<file path="config.mk">
export PLATFORM = sky130hd
export DESIGN_NAME = bit_shift_collector
export DESIGN_NICKNAME = d
export VERILOG_FILES = /design/src/rtl/rsa_pkg.sv /design/src/rtl/bit_shift_collector.sv
export SDC_FILE = /design/constraint.sdc
export NUM_CORES = 1
export LEC_CHECK = 0
export CORE_ASPECT_RATIO = 1.2
export CORE_MARGIN = 5
export CORE_UTILIZATION = 45
export DETAILED_ROUTE_END_ITERATION = 10
export PLACE_DENSITY_LB_ADDON = 0.15
export SKIP_LAST_GASP = 1
export SLEW_MARGIN = 10
export SYNTH_ARGS = -nofsm -noshare
export SYNTH_HDL_FRONTEND = slang
export SYNTH_SLANG_ARGS = --single-unit
</file>
<file path="constraint.sdc">
create_clock -name clk -period 1.47 [get_ports clk]
set_clock_uncertainty 0.15 [all_clocks]
set_input_delay 0.294 -clock clk [delete_from_list [all_inputs] [get_ports clk]]
set_output_delay 0.294 -clock clk [all_outputs]
set_load 0.02 [all_outputs]
</file>
<file path="src/rtl/rsa_pkg.sv">
// Shared definitions for the RSA serial datapath blocks.
//   collector_state_t : FSM encoding of the serial-to-parallel collector
//   cnt_width()       : bit counter width needed to count 0..width
package rsa_pkg;

    typedef enum logic {
        IDLE  = 1'b0,
        SHIFT = 1'b1
    } collector_state_t;

    localparam int unsigned COLLECTOR_DEFAULT_WIDTH = 8;
    localparam int unsigned COLLECTOR_DEFAULT_CNT_W = $clog2(COLLECTOR_DEFAULT_WIDTH + 1);

    function automatic int unsigned cnt_width(input int unsigned width);
        return $clog2(width + 1);
    endfunction

endpackage

</file>
<file path="src/rtl/bit_shift_collector.sv">
// bit_shift_collector: LSB-first serial-to-parallel receiver.
// Ports:
//   clk      : clock, rising edge
//   rst      : asynchronous active-high reset
//   ce       : global clock enable, all state frozen when low
//   en       : bit-valid qualifier while collecting
//   start    : begin a new word; b_i in this cycle is bit 0
//   b_i      : serial data, LSB first
//   word_o   : last completed word, held until next completion
//   valid_o  : one-cycle pulse in the cycle after the last bit is captured
//   busy_o   : high while a word is being collected
module bit_shift_collector
    import rsa_pkg::*;
#(
    parameter int unsigned DATA_WIDTH = 8
) (
    input  logic                  clk,
    input  logic                  rst,
    input  logic                  ce,
    input  logic                  en,
    input  logic                  start,
    input  logic                  b_i,
    output logic [DATA_WIDTH-1:0] word_o,
    output logic                  valid_o,
    output logic                  busy_o
);

    localparam int unsigned CNT_W = cnt_width(DATA_WIDTH);

    collector_state_t      r_state;
    collector_state_t      w_state_nxt;
    logic [DATA_WIDTH-1:0] r_sr;
    logic [DATA_WIDTH-1:0] w_sr_nxt;
    logic [DATA_WIDTH-1:0] w_shift;
    logic [CNT_W-1:0]      r_cnt;
    logic [CNT_W-1:0]      w_cnt_nxt;
    logic [DATA_WIDTH-1:0] r_word;
    logic [DATA_WIDTH-1:0] w_word_nxt;
    logic                  r_valid;
    logic                  w_valid_nxt;

    // New bit enters at the MSB so the first bit ends up in bit 0.
    if (DATA_WIDTH == 1) begin : g_shift_w1
        assign w_shift = b_i;
    end else begin : g_shift_wn
        assign w_shift = {b_i, r_sr[DATA_WIDTH-1:1]};
    end

    always_comb begin
        w_state_nxt = r_state;
        w_sr_nxt    = r_sr;
        w_cnt_nxt   = r_cnt;
        w_word_nxt  = r_word;
        w_valid_nxt = 1'b0;

        if (start) begin
            // Start (or abort-and-restart): b_i is bit 0 of a fresh word.
            w_sr_nxt = w_shift;
            if (DATA_WIDTH == 1) begin
                w_word_nxt  = w_shift;
                w_valid_nxt = 1'b1;
                w_cnt_nxt   = '0;
                w_state_nxt = IDLE;
            end else begin
                w_cnt_nxt   = CNT_W'(1);
                w_state_nxt = SHIFT;
            end
        end else if (r_state == SHIFT && en) begin
            w_sr_nxt = w_shift;
            if (r_cnt == CNT_W'(DATA_WIDTH - 1)) begin
                w_word_nxt  = w_shift;
                w_valid_nxt = 1'b1;
                w_cnt_nxt   = '0;
                w_state_nxt = IDLE;
            end else begin
                w_cnt_nxt = r_cnt + CNT_W'(1);
            end
        end
    end

    always_ff @(posedge clk or posedge rst) begin
        if (rst) begin
            r_state <= IDLE;
            r_sr    <= '0;
            r_cnt   <= '0;
            r_word  <= '0;
            r_valid <= 1'b0;
        end else if (ce) begin
            r_state <= w_state_nxt;
            r_sr    <= w_sr_nxt;
            r_cnt   <= w_cnt_nxt;
            r_word  <= w_word_nxt;
            r_valid <= w_valid_nxt;
        end
    end

    assign word_o  = r_word;
    assign valid_o = r_valid;
    assign busy_o  = (r_state == SHIFT);

endmodule

</file>
==> flow_summary.yaml <==
outcome:
  status: "complete, but fails checks"
  violations: "setup timing"
global_routing:
  grt_use_met1: 0.158
  track_usage: 0.131
  grt_pass1_vias: 676
  busiest_layer: "met2"
  grt_use_met2: 0.216
  antenna_found_initial: 0
  met3_usage: 0.0227
  grt_max_degree: 22
  grt_overflow: 0
  grt_pass1_wl_mm: 3.00
timing:
  rsz0062_at_grt: "yes"
  hold_viol_final: 0
  setup_slack_ns: -0.0580
  drv_slew: 0
  max_slew.worst_pin.slew_ns: 0.254
  max-slew-margin-rel: 0.831
  setup_viol: 17
  fin_crit_ns: 1.53
  fmax_mhz: 654
  fin_crit_sh: 1.04
floorplan:
  row_count: 17
  die-area_um2: 3020
  ios: 16
  fp.dieW_um: 51.0
  initial_utilization: 0.485
  core-area_um2: 1870
  die_h_um: 59.2
placement:
  dp_cells: 111
  post-dp-hpwl_mm: 1.26
  io_buffer_count: 15
  placed_cell_area_um2: 1190
  gp_congestion: 0.856
power:
  p_comb_frac: 0.251
  seqPwrFrac: 0.556
  p_sw_frac: 0.262
  p_int_mw: 1.00
  p_per_area_nw_per_um2: 1040
  worst_ir_drop_vdd_uv: 744
  p_sw_mw: 0.355
  p_clk_frac: 0.193
  power.leakage_nw: 0.669
layout:
  fillCellCount: 143
  final_common_cell: "dfrtp_1"
  nets: 108
  antenna_cells: 0
  layout.cells.most_common_list: "dfrtp_1 (20), buf_4 (12), mux2_2 (8), mux2_4 (7), clkdlybuf4s15_1 (7)"
  area_delta_synth_final_pct: 44.1
  final-instance-count-excl-fill: 119
  stdcell_area_um2: 1310
  final_core_util: 0.699
  drive_above_1_share: 0.470
detailed_routing:
  vias: 619
  drc: 0
  wire_per_inst_um: 14.6
  vias_per_cell: 5.20
  routed_wl_mm: 1.73
  drtIter0Drc: 8
  drt_pass1_iterations: 3
  drt.antenna.violating_nets: 0
clock_tree:
  cts_buffer_depth: 2
  cts_buffers: 3
  cts_sinks: 21
  cts-htree-levels: 1
  cts_tree: "done"
  ctsHoldBuffers: 0
  clkTransAtPathRegs_ns: 0.11
  clockRootBuffer: "clkbuf_4"
  clk_latency_ns: 0.29
critical_path:
  critPathCaptureType: "flop"
  critPathArrivalTime_ns: 1.61
  cp_max_fo: 3
  start_kind: "flop"
  criticalPathCategory: "reg -> reg"
  crit_required_ns: 1.56
synth:
  yosysUniqueCellTypes: 23
  ys_seq_area_frac: 0.579
  syn_nets: 72
  ys_ff_latch: 21
  yosysWarnings: 0
  syn_inst: 65
  syn_area_um2: 907
  synth.avg_cell_area_um2: 14.0
worst_hold_path:
  hp-class: "in -> async"
flow_run:
  maxCapViolations: 0
## power by group through the flow
stage	clock (mW)	sequential, mW	combinational, mW
3_3_place_gp	0	0.754	0.268
4_1_cts	0.274	0.753	0.337
2_1_floorplan	0	0.759	0.143
3_5_place_dp	0	0.758	0.279
5_1_grt	0.286	0.770	0.365
6_report	0.262	0.754	0.340
## synth_stat cells
cell	instances	area, um2
nor2_1	1	3.75
o211a_1	1	10.0
o21ai_2	1	8.76
a22o_1	1	8.76
a2bb2oi_1	1	8.76
nor3_4	1	16.3
mux2_2	15	169
a21o_2	1	8.76
dfrtp_1	21	526
and2_1	1	6.26
and3b_1	1	8.76
ha_1	1	12.5
or3b_2	1	8.76
o21ai_0	2	10.0
inv_1	6	22.5
a22o_2	1	10.0
nand3_1	2	10.0
a31oi_1	1	6.26
a211o_1	1	8.76
nor4_1	1	6.26
nand4_1	1	6.26
nand4b_4	1	23.8
nand2_1	2	7.51
## registers in the layout (all words and copies together) (netlist names)
name,count
valid_o,1
r_cnt,4
busy_o,1
r_sr,7
word_o,8
## routing by layer
| layer | routed length, um | part of all wire |
|---|---|---|
| met3 | 67 | 0.039 |
| met4 | 19 | 0.011 |
| met2 | 922 | 0.53 |
| met1 | 723 | 0.42 |
| met5 | 0 | 0 |
## final timing paths
check,startpoint,endpoint,slack (ns),depth (start not counted)
worst min-delay path,rst,r_sr[5],0.18,3
max in group asynchronous,rst,busy_o,0.77,3
worst min register to register,valid_o,valid_o,0.35,1
worst max-delay path,r_cnt[0],r_cnt[3],-0.06,5
min in group clk,valid_o,valid_o,0.35,1
worst max register to register,r_cnt[0],r_cnt[3],-0.06,5
## layout make-up
class / count / area, um2 / share of cell area
Inverter: 6 / 22.5 / 0.0172
Tap cell: 19 / 23.8 / 0.0182
Timing Repair Buffer: 31 / 292 / 0.223
Multi-Input combinational cell: 38 / 417 / 0.319
Clock buffer: 4 / 26.3 / 0.0201
Sequential cell: 21 / 527 / 0.403
## cell families after synthesis
kind of cell               count (synthesis)  share of synthesized area
and+or+nand+nor                           12                      0.108
AOI/OAI and AO/OA                         10                     0.0883
buffers and inverters                      6                     0.0248
DFF                                       21                      0.579
adders and majority gates                  1                     0.0138
muxes                                     15                      0.186
## through the flow
stage | setup WS [ns] | setup TNS (ns) | total power [mW] | hold slack (ns)
3_3_place_gp | -0.504 | -9.25 | 1.02 | 0.320
3_5_place_dp | -0.517 | -9.36 | 1.04 | 0.336
4_1_cts | -0.0726 | -0.939 | 1.36 | 0.176
5_1_grt | -0.147 | -1.74 | 1.42 | 0.207
2_1_floorplan | -0.105 | -1.31 | 0.902 | 0.120
6_report | -0.0580 | -0.534 | 1.36 | 0.175
## critical path, cell delays in order (launching register included)
cell and delay, ns:
dfrtp_1 0.40, ha_2 0.20, buf_4 0.14, and3b_2 0.22, nor4_4 0.24, a211o_1 0.12
## repair_timing
action	CTS	global route
setup endpoints to repair	28	27
buffers inserted	4	1
pin swaps	4	2
gates resized for setup	26	11
No activity file was read; power rests on OpenSTA's default activity.
